==> src/rtl/ps2_pkg.sv <==
// ps2_pkg: scan-code set 2 byte constants, decoder states and event layout
package ps2_pkg;
  localparam logic [7:0] PS2_EXT    = 8'hE0;
  localparam logic [7:0] PS2_BREAK  = 8'hF0;
  localparam logic [7:0] PS2_PAUSE  = 8'hE1;
  localparam logic [7:0] PS2_BAT_OK = 8'hAA;
  localparam logic [7:0] PS2_ACK    = 8'hFA;
  localparam logic [7:0] PS2_ECHO   = 8'hEE;
  localparam logic [7:0] PS2_RESEND = 8'hFE;
  localparam logic [7:0] PS2_ERR0   = 8'h00;
  localparam logic [7:0] PS2_ERR1   = 8'hFF;
  localparam int EV_W = 10;
  typedef enum logic [2:0] {ST_IDLE, ST_EXT, ST_REL, ST_EXT_REL, ST_PAUSE} state_t;
  typedef struct packed {
    logic       ext;
    logic       rel;
    logic [7:0] code;
  } ps2_ev_t;
endpackage

==> src/rtl/ps2_key_decoder_if.sv <==
// ps2_key_decoder_if: receiver byte strobe in, decoded key events out
interface ps2_key_decoder_if;
  logic [7:0] rx_data;
  logic       rx_complete;
  logic       ev_valid;
  logic       ev_ready;
  logic [7:0] ev_code;
  logic       ev_extended;
  logic       ev_release;
  logic       overflow;
  logic       error;
  modport master (output rx_data, rx_complete, ev_ready,
                  input  ev_valid, ev_code, ev_extended, ev_release, overflow, error);
  modport slave  (input  rx_data, rx_complete, ev_ready,
                  output ev_valid, ev_code, ev_extended, ev_release, overflow, error);
endinterface

==> src/rtl/ps2_event_fifo.sv <==
// ps2_event_fifo: first-word-fall-through event buffer, head reads 0 when empty
module ps2_event_fifo
  import ps2_pkg::*;
#(
  parameter int DEPTH = 4,
  parameter int W = EV_W
) (
  input  logic         clk,
  input  logic         rst,
  input  logic         push_i,
  input  logic         pop_i,
  input  logic [W-1:0] din_i,
  output logic [W-1:0] head_o,
  output logic         full_o,
  output logic         empty_o
);
  localparam int AW = $clog2(DEPTH);
  localparam int CW = AW + 1;
  logic [W-1:0]  mem_q [DEPTH];
  logic [AW-1:0] rd_q, wr_q;
  logic [CW-1:0] cnt_q;
  logic          do_push, do_pop;
  assign full_o  = cnt_q == CW'(DEPTH);
  assign empty_o = cnt_q == '0;
  assign do_pop  = pop_i && !empty_o;
  assign do_push = push_i && (!full_o || do_pop);
  assign head_o  = empty_o ? '0 : mem_q[rd_q];
  // pointers and occupancy; a push while full is accepted only alongside a pop
  always_ff @(posedge clk) begin
    if (rst) begin
      rd_q  <= '0;
      wr_q  <= '0;
      cnt_q <= '0;
    end else begin
      if (do_push) begin
        mem_q[wr_q] <= din_i;
        wr_q        <= wr_q + AW'(1);
      end
      if (do_pop) rd_q <= rd_q + AW'(1);
      cnt_q <= cnt_q + CW'(do_push) - CW'(do_pop);
    end
  end
endmodule

==> src/rtl/ps2_key_decoder.sv <==
// ps2_key_decoder: folds set-2 prefix sequences into buffered key events
module ps2_key_decoder
  import ps2_pkg::*;
#(
  parameter int FIFO_DEPTH = 4,
  parameter int TIMEOUT_CYCLES = 200000
) (
  input logic clk100,
  input logic rst,
  ps2_key_decoder_if.slave bus
);
  localparam int TW = $clog2(TIMEOUT_CYCLES);
  state_t        st_q, st_d;
  logic [2:0]    skip_q, skip_d;
  logic [TW-1:0] tmo_q, tmo_d;
  logic          err_q, err_d, ovf_q;
  logic          emit, pop, full, empty;
  ps2_ev_t       ev, head;
  assign pop             = bus.ev_ready && !empty;
  assign bus.ev_valid    = !empty;
  assign bus.ev_code     = head.code;
  assign bus.ev_extended = head.ext;
  assign bus.ev_release  = head.rel;
  assign bus.overflow    = ovf_q;
  assign bus.error       = err_q;
  // decode one byte per strobe; otherwise run the partial-sequence timeout
  always_comb begin
    st_d   = st_q;
    skip_d = skip_q;
    emit   = 1'b0;
    err_d  = 1'b0;
    ev     = '0;
    tmo_d  = st_q == ST_IDLE ? '0 : tmo_q + TW'(1);
    if (bus.rx_complete) begin
      tmo_d   = '0;
      ev.code = bus.rx_data;
      case (st_q)
        ST_IDLE: begin
          st_d   = bus.rx_data == PS2_EXT ? ST_EXT :
                   bus.rx_data == PS2_BREAK ? ST_REL :
                   bus.rx_data == PS2_PAUSE ? ST_PAUSE : ST_IDLE;
          skip_d = 3'd7;
          err_d  = bus.rx_data inside {PS2_ERR0, PS2_ERR1};
          emit   = !(bus.rx_data inside {PS2_EXT, PS2_BREAK, PS2_PAUSE, PS2_BAT_OK,
                                         PS2_ACK, PS2_ECHO, PS2_RESEND, PS2_ERR0, PS2_ERR1});
        end
        ST_EXT: begin
          st_d   = bus.rx_data == PS2_BREAK ? ST_EXT_REL :
                   bus.rx_data == PS2_EXT ? ST_EXT : ST_IDLE;
          emit   = st_d == ST_IDLE;
          ev.ext = 1'b1;
        end
        ST_REL: begin
          st_d   = ST_IDLE;
          emit   = 1'b1;
          ev.rel = 1'b1;
        end
        ST_EXT_REL: begin
          st_d   = ST_IDLE;
          emit   = 1'b1;
          ev.ext = 1'b1;
          ev.rel = 1'b1;
        end
        ST_PAUSE: begin
          skip_d = skip_q - 3'd1;
          emit   = skip_q == 3'd1;
          st_d   = emit ? ST_IDLE : ST_PAUSE;
          ev     = {1'b1, 1'b0, PS2_PAUSE};
        end
        default: st_d = ST_IDLE;
      endcase
    end else if (st_q != ST_IDLE && tmo_q == TW'(TIMEOUT_CYCLES - 1)) begin
      st_d  = ST_IDLE;
      tmo_d = '0;
      err_d = 1'b1;
    end
  end
  // decoder state, timeout counter and registered pulses
  always_ff @(posedge clk100) begin
    if (rst) begin
      st_q   <= ST_IDLE;
      skip_q <= '0;
      tmo_q  <= '0;
      err_q  <= 1'b0;
      ovf_q  <= 1'b0;
    end else begin
      st_q   <= st_d;
      skip_q <= skip_d;
      tmo_q  <= tmo_d;
      err_q  <= err_d;
      ovf_q  <= emit && full && !pop;
    end
  end
  ps2_event_fifo #(.DEPTH(FIFO_DEPTH), .W(EV_W)) u_fifo (
    .clk    (clk100),
    .rst    (rst),
    .push_i (emit),
    .pop_i  (pop),
    .din_i  (ev),
    .head_o (head),
    .full_o (full),
    .empty_o(empty)
  );
endmodule

==> src/flat_wrapper.sv <==
// flat-port wrapper written by rule: the top's interface ports become plain ports
module ps2_key_decoder_flat import ps2_pkg::*;
#(
  parameter int FIFO_DEPTH = 4,
  parameter int TIMEOUT_CYCLES = 200000
)
  (clk100, rst, bus_rx_data, bus_rx_complete, bus_ev_ready, bus_ev_valid, bus_ev_code, bus_ev_extended, bus_ev_release, bus_overflow, bus_error);
  ps2_key_decoder_if bus_i ();
  input logic clk100;
  input logic rst;
  input wire logic [$bits(bus_i.rx_data)-1:0] bus_rx_data;
  input wire logic [$bits(bus_i.rx_complete)-1:0] bus_rx_complete;
  input wire logic [$bits(bus_i.ev_ready)-1:0] bus_ev_ready;
  output wire logic [$bits(bus_i.ev_valid)-1:0] bus_ev_valid;
  output wire logic [$bits(bus_i.ev_code)-1:0] bus_ev_code;
  output wire logic [$bits(bus_i.ev_extended)-1:0] bus_ev_extended;
  output wire logic [$bits(bus_i.ev_release)-1:0] bus_ev_release;
  output wire logic [$bits(bus_i.overflow)-1:0] bus_overflow;
  output wire logic [$bits(bus_i.error)-1:0] bus_error;
  assign bus_i.rx_data = bus_rx_data;
  assign bus_i.rx_complete = bus_rx_complete;
  assign bus_i.ev_ready = bus_ev_ready;
  assign bus_ev_valid = bus_i.ev_valid;
  assign bus_ev_code = bus_i.ev_code;
  assign bus_ev_extended = bus_i.ev_extended;
  assign bus_ev_release = bus_i.ev_release;
  assign bus_overflow = bus_i.overflow;
  assign bus_error = bus_i.error;
  ps2_key_decoder #(.FIFO_DEPTH(FIFO_DEPTH), .TIMEOUT_CYCLES(TIMEOUT_CYCLES)) u_core (.clk100(clk100), .rst(rst), .bus(bus_i));
endmodule
==> config.mk <==
export PLATFORM = sky130hd
export DESIGN_NAME = ps2_key_decoder_flat
export DESIGN_NICKNAME = d
export VERILOG_FILES = /design/src/rtl/ps2_pkg.sv /design/src/rtl/ps2_key_decoder_if.sv /design/src/rtl/ps2_event_fifo.sv /design/src/rtl/ps2_key_decoder.sv /design/src/flat_wrapper.sv
export SDC_FILE = /design/constraint.sdc
export NUM_CORES = 1
export LEC_CHECK = 0
export ABC_AREA = 1
export CAP_MARGIN = 30
export CORE_UTILIZATION = 30
export CTS_BUF_LIST = sky130_fd_sc_hd__clkbuf_8 sky130_fd_sc_hd__clkbuf_16
export DETAILED_ROUTE_END_ITERATION = 8
export GPL_ROUTABILITY_DRIVEN = 0
export PLACE_DENSITY = 0.43
export SLEW_MARGIN = 5
export SYNTH_ARGS = -nofsm -noshare
export SYNTH_HDL_FRONTEND = slang
export SYNTH_SLANG_ARGS = --single-unit
==> constraint.sdc <==
create_clock -name clk100 -period 3.07 [get_ports clk100]
set_input_delay 0.4605 -clock clk100 [delete_from_list [all_inputs] [get_ports clk100]]
set_output_delay 0.4605 -clock clk100 [all_outputs]
set_load 0.005 [all_outputs]
==> impl_metrics.ini, run 1 <==
[status]
run_status = finished, final reports clean

[route]
drt-initial-drc-count = 97
num_vias = 2629
antenna_violating_nets_post_route = 0
drc = 0
totalWireLength_um = 7550
detail_route.first_pass.iterations = 4
drt-vias-per-instance = 4.45
wl_per_cell_um = 12.8

[synthesis]
yosysUniqueCellTypes = 36
synth-warning-count = 0
number_of_instances_in_the_synthesized_netlist = 405
post_synth_instance_area_sq_um = 3500
syn_avg_cell_area_sq_um = 8.65
synth_largest_type_area_fraction_pct = 34.3
postSynthNetCount = 427
synth_sequential_area_ratio_pct = 54.3
synth.area.top_cells = edfxtp_1 (34%), dfxtp_1 (20%), nor2_1 (9.9%)
ys_ff_latch = 75
synth_top_cell_by_area = edfxtp_1

[finish]
drive_above_1_share_pct = 8.93
area_growth_pct = 23.1
multiInputGateArea_sq_um = 1340
layout.nets = 465
fillers = 1206
finalCoreUtilization_pct = 37.8
layout.cells.most_common = nor2_1
layout_common_cells = nor2_1 (92), inv_1 (59), nand2_1 (47), edfxtp_1 (40), dfxtp_1 (35)
antenna-diode-count = 0
regArea_sq_um = 1900

[clock_tree]
tritoncts_sinks = 75
clockBufferDepth = 2
cts-buffers-inserted = 9
cts_tree = yes
post-cts-setup-buffer-count = 0
cts_resizes = 0
cts_hold_repair.buffers = 0
clockRootBuffer = clkbuf_16
clkLatencyLatePin_ns = 0.33
clkTransAtPathRegs_ns = 0.06
htree_depth = 3

[timing]
timing.max_slew.rel_slack_pct = 64.1
grt_setup_unrepaired = false
fin_hold_ws_ns = 0.464
report.final.slew_viol_count = 0
timing.final.crit_period_ns = 2.69
final.setup_skew_ns = 0.00381
setup-tns-final_ns = 0
finalHoldViolations = 0
timing.final.crit_share_pct = 87.5
setup-violations-final = 0
worst-slew-pin-transition_ns = 0.538
max_freq_mhz = 372
finalWorstSetupSlack_ns = 0.385

[worst_setup_path]
cp.buffers_inverters = 4
timing.critical_path.required_ns = 3.34
worst-endpoint-arrival_ns = 2.95
slowest_delay_ns = 0.55
timing_worst_setup_path_type = in2reg
setup.reg_to_reg.worst_slack_ns = 0.67
path_cells = clkdlybuf4s50_1 > nand2_1 > nor2_1 > nand2_1 > o21ai_0 > nor2_1 > nand2_1 > nand2_1 > nand2_1 > nand2_2 > nand3_2 > ha_1 > inv_1 > ha_1 > inv_1 > fa_1 > inv_1 > o21ai_0 > a21oi_1
critical_path_peak_fanout = 4
worst_path_max_delay_cell = clkdlybuf4s50_1
r2r_start = u_core.st_q[2]
critical-path-top-cell-by-count = nand2_1
worst_path_dominant_cell_family = simple AND/OR/NAND/NOR gates
setup_crit_start = bus_rx_data[6]
critical_path.endpoint_type = flop
timing.critical_path.from_type = input port

[floorplan]
floorplan.io_pins = 25
die_area_sq_um = 12100
floorplan.core_area_sq_um = 11400
die_width_um = 110
initial_cell_density_of_the_core_pct = 30.7
die_y_um = 110
rows = 39

[power_and_ir_drop]
total_chip_power_w = 0.00301
irDropWorstVdd_uv = 272
cellLeakagePower_nw = 1.74
power_density_over_the_cells_nw_per_um2 = 697

[worst_hold_path]
hold_start = u_core.tmo_q[0]
hp-class = reg2reg

[global_route]
antenna_violations_before_repair = 0
global_route.overflow_total = 0
grt_pass1_wl_um = 12400
globalRouteTotalUtil_pct = 14.0
via_count_of_the_first_global_routing_pass = 2618
maximum_number_of_pins_on_one_net_before_global_route_repair = 21

[placed_design]
port_buffers = 24
place_worst_setup_slack_ns = 0.0289
place_hpwl_um = 5420

[flow_run]
maxCapViolCount = 0
-- cells in the mapped netlist (all sizes together) --
library cell,number
xor2,3
nor2,96
nand2,50
clkinv,1
fa,1
a221oi,1
o32ai,1
a22oi,1
nor4,3
nand4,8
nor3,8
or2,1
nand3b,1
nand3,10
clkbuf,7
a211oi,1
a21oi,30
edfxtp,40
ha,9
nor3b,3
buf,2
o21ai,30
inv,59
a31oi,3
xnor2,1
dfxtp,35
-- through the flow --
stage | std cells | area, sq um
finish | 591 | 4310
floorplan | 405 | 3500
detailed placement | 575 | 3980
global route | 591 | 4310
global placement | 575 | 3980
CTS | 591 | 4310
-- worst register-to-register path: stages, from the launching register on --
cell	delay, ns
dfxtp_1	0.41
inv_1	0.13
nor2_1	0.30
a22oi_1	0.13
nand2_2	0.11
nand3_2	0.09
ha_1	0.30
inv_1	0.05
ha_1	0.13
inv_1	0.05
fa_1	0.35
inv_1	0.07
o21ai_0	0.08
a21oi_1	0.12
-- power breakdown --
group	switching [W]	internal, W	leakage, nW
Clock	0.000397	0.000785	0.166
Sequential	0.0000370	0.00112	0.655
Combinational	0.000347	0.000320	0.917
Total	0.000781	0.00222	1.74
-- worst paths after layout --
| check | endpoint | cells past startpoint |
|---|---|---|
| hold reg to reg | u_core.tmo_q[0] | 1 |
| hold / removal | u_core.tmo_q[0] | 1 |
| setup / recovery | u_core.u_fifo.cnt_q[2] | 19 |
| setup reg to reg | u_core.u_fifo.cnt_q[2] | 13 |
-- sequential cells by signal (all words and copies together), names as in the netlist, named ones only --
name                 flops
u_core.bus.overflow      1
u_core.st_q              3
u_core.bus.error         1
u_core.u_fifo.rd_q       2
u_core.u_fifo.wr_q       2
u_core.tmo_q            18
u_core.u_fifo.mem_q     40
u_core.u_fifo.cnt_q      3
u_core.skip_q            3
-- per-layer routing --
metal	wire length [um]	GRT usage, %	vias up
met2	3710	24.8	24
met1	3490	15.7	1192
met3	176	2.65	12
met4	175	7.43	0
li1	-	-	1401
met5	0	0	-
-- cells by family (layout without fill, tap and decap cells) --
| logic type | Yosys count | in the layout | synth area share, % |
|---|---|---|---|
| buffers and inverters | 69 | 112 | 7.43 |
| flip-flops | 75 | 75 | 54.3 |
| XOR/XNOR | 4 | 4 | 1.00 |
| AO/OA/AOI/OAI | 67 | 67 | 10.0 |
| AND/OR/NAND/NOR | 180 | 180 | 23.5 |
| adder cells (fa/ha/maj) | 10 | 10 | 3.78 |
-- layout make-up --
type	instances	area share [%]
flip-flops and latches	75	44.1
repair buffers	36	7.66
clock inverters	7	2.52
inverters	60	5.22
clock buffers	9	5.22
multi-input cells	261	31.1
well taps	143	4.15
Note: power is estimated with default switching activity, not from simulation.
==> inputs of run 2 (changes only) <==
--- a/config.mk
+++ b/config.mk
@@ -7,6 +7,7 @@
 export LEC_CHECK = 0
 export ABC_AREA = 1
 export CAP_MARGIN = 30
+export CORE_MARGIN = 3
 export CORE_UTILIZATION = 30
 export CTS_BUF_LIST = sky130_fd_sc_hd__clkbuf_8 sky130_fd_sc_hd__clkbuf_16
 export DETAILED_ROUTE_END_ITERATION = 8
==> run 2 against run 1 <==
Clock skew rose by 0.0028 ns; setup slack got worse by 0.018 ns; maximum frequency decreased by 0.66%; power down 0.69%; clock power hardly changed.
==> impl_metrics.ini, run 2 (synthesis results as in run 1) <==
[placed_design]
place_hpwl_um = 5320
placed_area_sq_um = 3960
port_buffers = 24

[route]
drt-initial-drc-count = 131
wl_per_cell_um = 12.8
antenna_violating_nets_post_route = 0
totalWireLength_um = 7480
detail_route.first_pass.iterations = 4
num_vias = 2586
drt-vias-per-instance = 4.41
drc = 0

[timing]
final.setup_skew_ns = 0.00659
report.final.slew_viol_count = 0
worst-slew-pin-transition_ns = 0.545
grt_setup_unrepaired = false
finalHoldViolations = 0
fin_hold_ws_ns = 0.459
timing.max_slew.rel_slack_pct = 63.6
setup-tns-final_ns = 0
setup-violations-final = 0
timing.final.crit_period_ns = 2.70
max_freq_mhz = 370
timing.final.crit_share_pct = 88.0

[floorplan]
floorplan.io_pins = 25
initial_cell_density_of_the_core_pct = 31.5
die_width_um = 114
rows = 38
floorplan.core_area_sq_um = 11100
die_y_um = 114
die_area_sq_um = 13000

[worst_setup_path]
worstRegToRegCells = 18
critical_path.endpoint_type = flop
crit_path_end = u_core.u_fifo.cnt_q[2]
worst_path_max_delay_cell = clkdlybuf4s50_1
regToRegEndpoint = u_core.u_fifo.cnt_q[2]
critical_path_peak_fanout = 5
setup.reg_to_reg.worst_slack_ns = 0.76
slowest_delay_ns = 0.60
r2r_start = u_core.st_q[1]
timing_worst_setup_path_type = in2reg
timing.critical_path.from_type = input port
worst-endpoint-arrival_ns = 2.96
critical-path-top-cell-by-count = nand2_1
setup_crit_start = bus_rx_data[0]
path_cells = clkdlybuf4s50_1 > nor2_1 > nand2_1 > o21ai_0 > nor2_1 > nand2_1 > nand2_1 > nand2_1 > nand2_2 > nand3_2 > ha_1 > inv_1 > ha_1 > inv_1 > fa_1 > inv_1 > o21ai_0 > a21oi_1
timing.critical_path.required_ns = 3.33

[clock_tree]
cts_hold_repair.buffers = 0
clockBufferDepth = 2
cts_tree = yes
clkLatencyLatePin_ns = 0.32
cts-buffers-inserted = 9
post-cts-setup-buffer-count = 0
htree_depth = 3
tritoncts_sinks = 75
clkTransAtPathRegs_ns = 0.06
clockRootBuffer = clkbuf_16
cts_resizes = 0

[worst_hold_path]
min_delay_path_depth = 1
hp-class = reg2reg

[power_and_ir_drop]
power.switching_fraction_pct = 26.5
p_sw_w = 0.000790
cell_internal_pwr_w = 0.00219
irDropWorstVdd_uv = 332
relative_contribution_of_the_clock_network_to_total_power_pct = 39.1
cellLeakagePower_nw = 1.73
power_density_over_the_cells_nw_per_um2 = 695
share_seq_of_total_power_pct = 38.7
combinationalPowerShare_pct = 22.2

[finish]
area_growth_pct = 22.6
largest_registers = u_core.u_fifo.mem_q x40, u_core.tmo_q x18
largest-register = u_core.u_fifo.mem_q
antenna-diode-count = 0
layout_common_cells = nor2_1 (92), inv_1 (58), nand2_1 (47), edfxtp_1 (40), dfxtp_1 (35)
largest_register_ffs = 40
fillers = 1156
layout.cells.most_common = nor2_1
layout.nets = 463
final_cell_area_sq_um = 4300
drive_above_1_share_pct = 8.97

[global_route]
grt_pass1_wl_um = 12500
globalRouteTotalUtil_pct = 12.3
maximum_number_of_pins_on_one_net_before_global_route_repair = 21
via_count_of_the_first_global_routing_pass = 2492
global_route.overflow_total = 0
antenna_violations_before_repair = 0

[status]
run_status = finished, final reports clean

[flow_run]
maxCapViolCount = 0
[run 2: changes by cell type in the layout (fill, tap and decap cells not counted), sizes merged]
| cell | change |
|---|---|
| buf | -2 |
| bufinv | -1 |
| clkbuf | +1 |
| clkinv | +1 |
| clkinvlp | -1 |
[run 2: per-stage QoR]
stage / worst slack [ns] / total power [W] / utilization (%) / std cells
after floorplan: 0.761 / 0.00152 / - / 405
after global placement: 0.0617 / 0.00186 / 35.6 / 570
after detailed placement: 0.0311 / 0.00186 / 35.6 / 570
after CTS: 0.368 / 0.00304 / 38.6 / 586
after global routing: 0.0731 / 0.00319 / 38.6 / 586
final: 0.367 / 0.00298 / 38.6 / 586
[run 2: routing by layer]
layer / wire, um / GRT usage [%] / vias to the layer above
met5: 0 / 0 / -
met4: 94 / 3.56 / 0
met3: 224 / 2.59 / 9
met2: 3490 / 20.3 / 33
met1: 3670 / 16.4 / 1149
li1: - / - / 1395
[run 2: power by group through the flow]
| stage | Combinational [W] | Sequential, W | Clock (W) |
|---|---|---|---|
| after floorplan | 0.000347 | 0.00117 | 0 |
| after global placement | 0.000680 | 0.00118 | 0 |
| after detailed placement | 0.000679 | 0.00118 | 0 |
| after CTS | 0.000682 | 0.00116 | 0.00121 |
| after global routing | 0.000761 | 0.00116 | 0.00127 |
| final | 0.000662 | 0.00116 | 0.00117 |
[run 2: worst min path at each step]
| stage | start | endpoint | slack [ns] |
|---|---|---|---|
| finish | u_core.tmo_q[0] | u_core.tmo_q[0] | 0.46 |
| global route | u_core.tmo_q[0] | u_core.tmo_q[0] | 0.49 |
| CTS | u_core.tmo_q[0] | u_core.tmo_q[0] | 0.47 |
| detailed placement | u_core.tmo_q[0] | u_core.tmo_q[0] | 0.45 |
| global placement | u_core.tmo_q[0] | u_core.tmo_q[0] | 0.44 |
| floorplan | u_core.tmo_q[0] | u_core.tmo_q[0] | 0.43 |
[run 2: cell type report]
type / instances / area, sq um / area share, %
repair buffers: 34 / 315 / 7.34
inverters: 60 / 225 / 5.24
clock buffers: 10 / 250 / 5.82
clock inverters: 6 / 86.3 / 2.01
flip-flops and latches: 75 / 1900 / 44.3
multi-input cells: 261 / 1340 / 31.2
well taps: 140 / 175 / 4.08
[run 2: critical path: cells and delay by family]
| family | cells | cell delay, ns |
|---|---|---|
| buf+inv | 4 | 0.76 |
| compound gates | 3 | 0.34 |
| fa+ha+maj | 3 | 0.76 |
| simple gates | 8 | 0.64 |
==> inputs of run 3 (changes only) <==
--- a/config.mk
+++ b/config.mk
@@ -7,13 +7,14 @@
 export LEC_CHECK = 0
 export ABC_AREA = 1
 export CAP_MARGIN = 30
-export CORE_MARGIN = 3
+export CORE_MARGIN = 2
 export CORE_UTILIZATION = 30
 export CTS_BUF_LIST = sky130_fd_sc_hd__clkbuf_8 sky130_fd_sc_hd__clkbuf_16
 export DETAILED_ROUTE_END_ITERATION = 8
 export GPL_ROUTABILITY_DRIVEN = 0
-export PLACE_DENSITY = 0.43
+export PLACE_DENSITY_LB_ADDON = 0.15
 export SLEW_MARGIN = 5
 export SYNTH_ARGS = -nofsm -noshare
 export SYNTH_HDL_FRONTEND = slang
+export SYNTH_HIERARCHICAL = 1
 export SYNTH_SLANG_ARGS = --single-unit
==> run 3 against run 2 <==
Synthesized cell count up 7.4%; power up 0.81%; via count up 7.4%; critical endpoint is now u_core/u_fifo/cnt_q[2]; highest routed layer unchanged.
==> impl_metrics.ini, run 3 <==
[worst_setup_path]
worst_path_dominant_cell_family = simple AND/OR/NAND/NOR gates
path_cells = clkdlybuf4s50_1 > inv_1 > nand2_1 > nor2_1 > nand2_1 > nand3_1 > o21bai_1 > nand2_1 > nand2_1 > nand2_1 > inv_1 > nand2_1 > inv_2 > nand2_1 > nand2_1 > ha_1 > fa_1 > xor2_1 > nor2_1
timing.critical_path.from_type = input port
worst_path_max_delay_cell = clkdlybuf4s50_1
setup.reg_to_reg.worst_slack_ns = 0.59
worstRegToRegCells = 13
cp.buffers_inverters = 4
timing.critical_path.required_ns = 3.27
critical_path_peak_fanout = 6
regToRegEndpoint = u_core/u_fifo/cnt_q[2]
timing_worst_setup_path_type = in2reg
critical_path.endpoint_type = flop
r2r_start = u_core/st_q[1]
critical-path-top-cell-by-count = nand2_1
slowest_delay_ns = 0.42
worst-endpoint-arrival_ns = 2.89

[timing]
setup-violations-final = 0
grt_setup_unrepaired = false
worst-slew-pin-transition_ns = 0.638
timing.final.crit_share_pct = 87.6
final.setup_skew_ns = 0.00605
fin_hold_ws_ns = 0.467
setup-tns-final_ns = 0
max_freq_mhz = 372
finalHoldViolations = 0
timing.max_slew.rel_slack_pct = 57.4
timing.final.crit_period_ns = 2.69
report.final.slew_viol_count = 0

[finish]
layout.nets = 491
area_growth_pct = 20.8
largest-register = u_core/u_fifo/mem_q
multiInputGateArea_sq_um = 1550
layout.cells.most_common = nor2_1
drive_above_1_share_pct = 14.1
layout_common_cells = nor2_1 (78), nand2_1 (69), inv_1 (54), edfxtp_1 (40), dfxtp_1 (35)
largest_register_ffs = 40
fillers = 1270
largest_registers = u_core/u_fifo/mem_q x40, u_core/tmo_q x18
antenna-diode-count = 0
regArea_sq_um = 1900
final_cell_area_sq_um = 4520

[route]
totalWireLength_um = 7870
drt-vias-per-instance = 4.32
num_vias = 2778
detailroute.wirelength.met2_um = 3790
m1WireLength_um = 3670
topRoutingLayerUsed = met4
antenna_violating_nets_post_route = 0
wl_per_cell_um = 12.2
met3WireLength_um = 227
detail_route.first_pass.iterations = 4
drt-initial-drc-count = 135
drc = 0

[synthesis]
synth-main-ff-cell = edfxtp_1
synth_sequential_area_ratio_pct = 50.9
yosysUniqueCellTypes = 41
synthTopCellsByCount = nor2_1 (78), nand2_1 (69), inv_1 (54), edfxtp_1 (40), dfxtp_1 (35)
synth-warning-count = 6
postSynthNetCount = 456
syn_avg_cell_area_sq_um = 8.60
ys_async_sr_fraction_pct = 0
number_of_instances_in_the_synthesized_netlist = 435
synth_largest_type_area_fraction_pct = 32.1
synth_top_cell_by_area = edfxtp_1
ys_ff_latch = 75
post_synth_instance_area_sq_um = 3740
synth.area.top_cells = edfxtp_1 (32%), dfxtp_1 (19%), nor2_1 (7.8%)
synth_edf_count = 40
post-synth-top-count-cell = nor2_1

[floorplan]
floorplan.io_pins = 25
floorplan.core_area_sq_um = 12100
die_area_sq_um = 13400
die_y_um = 116
initial_cell_density_of_the_core_pct = 30.9
rows = 40
die_width_um = 116

[global_route]
maximum_number_of_pins_on_one_net_before_global_route_repair = 21
globalRouteTotalUtil_pct = 13.1
global_route.overflow_total = 0
antenna_violations_before_repair = 0
grt_pass1_wl_um = 13400
via_count_of_the_first_global_routing_pass = 2831

[status]
run_status = finished, final reports clean

[clock_tree]
clockBufferDepth = 2
cts_resizes = 0
clkTransAtPathRegs_ns = 0.06
htree_depth = 3
cts-buffers-inserted = 9
clkLatencyLatePin_ns = 0.34
tritoncts_sinks = 75
post-cts-setup-buffer-count = 0
cts_tree = yes
clockRootBuffer = clkbuf_16
cts_hold_repair.buffers = 0

[power_and_ir_drop]
power_density_over_the_cells_nw_per_um2 = 666
irDropWorstVdd_uv = 200
cellLeakagePower_nw = 1.80

[worst_hold_path]
whs_endpoint = u_core/skip_q[0]
hold_start = u_core/skip_q[0]
min_delay_path_depth = 1
hp-class = reg2reg

[placed_design]
placed_area_sq_um = 4190
place_hpwl_um = 5520
port_buffers = 24

[flow_run]
maxCapViolCount = 0
==> run 3: per-stage QoR <==
| stage | instances | util, % | total power (W) | setup WS [ns] |
|---|---|---|---|---|
| after CTS | 643 | 37.3 | 0.00305 | 0.403 |
| after detailed placement | 627 | 34.6 | 0.00190 | 0.0810 |
| after global placement | 627 | 34.6 | 0.00190 | 0.126 |
| final | 643 | 37.3 | 0.00301 | 0.382 |
| after floorplan | 435 | - | 0.00160 | 0.802 |
| after global routing | 643 | 37.3 | 0.00319 | 0.107 |
==> run 3: final cells by class <==
cell class	instances	area share, %
sequential	75	42.1
multi-input combinational	291	34.4
timing repair buffer	32	6.65
inverter	61	5.07
clock buffer	9	4.98
tap	168	4.65
clock inverter	7	2.19
==> run 3: worst register-to-register path: stages (launching register included) <==
cell	delay, ns
dfxtp_1	0.38
nor2_2	0.20
nand2_1	0.24
nor3_1	0.21
a21oi_1	0.06
nand2_1	0.07
nand2_1	0.06
inv_1	0.14
or2_4	0.16
nand2_1	0.05
ha_1	0.18
fa_1	0.37
xor2_1	0.16
nor2_1	0.05
==> run 3: cells by family after synthesis <==
logic type	count (synthesis)	synth area share (%)
XOR/XNOR	10	2.34
AND/OR/NAND/NOR	209	26.9
adder cells (fa/ha/maj)	9	3.21
buffers and inverters	69	7.63
AO/OA/AOI/OAI	63	9.03
flip-flops	75	50.9
==> run 3: layer usage <==
metal | global-route usage (%) | vias to the layer above
met5 | 0 | -
met4 | 6.90 | 0
met3 | 2.46 | 13
met2 | 22.1 | 37
met1 | 15.8 | 1258
li1 | - | 1470
==> run 3: worst max-delay path by stage <==
stage | to | slack, ns | from | cells after the start
after global placement | u_core/u_fifo/cnt_q[2] | 0.13 | bus_rx_data[4] | 17
after CTS | u_core/u_fifo/cnt_q[2] | 0.40 | bus_rx_data[2] | 19
after global routing | u_core/u_fifo/cnt_q[2] | 0.11 | bus_rx_data[2] | 19
final | u_core/u_fifo/cnt_q[2] | 0.38 | bus_rx_data[2] | 19
after detailed placement | u_core/u_fifo/cnt_q[2] | 0.08 | bus_rx_data[3] | 19
after floorplan | u_core/u_fifo/cnt_q[2] | 0.80 | bus_rx_data[2] | 18
==> run 3: power breakdown <==
part           switching (W)  internal (W)
sequential         0.0000416       0.00112
combinational       0.000386      0.000323
clock               0.000422      0.000717
total               0.000849       0.00216
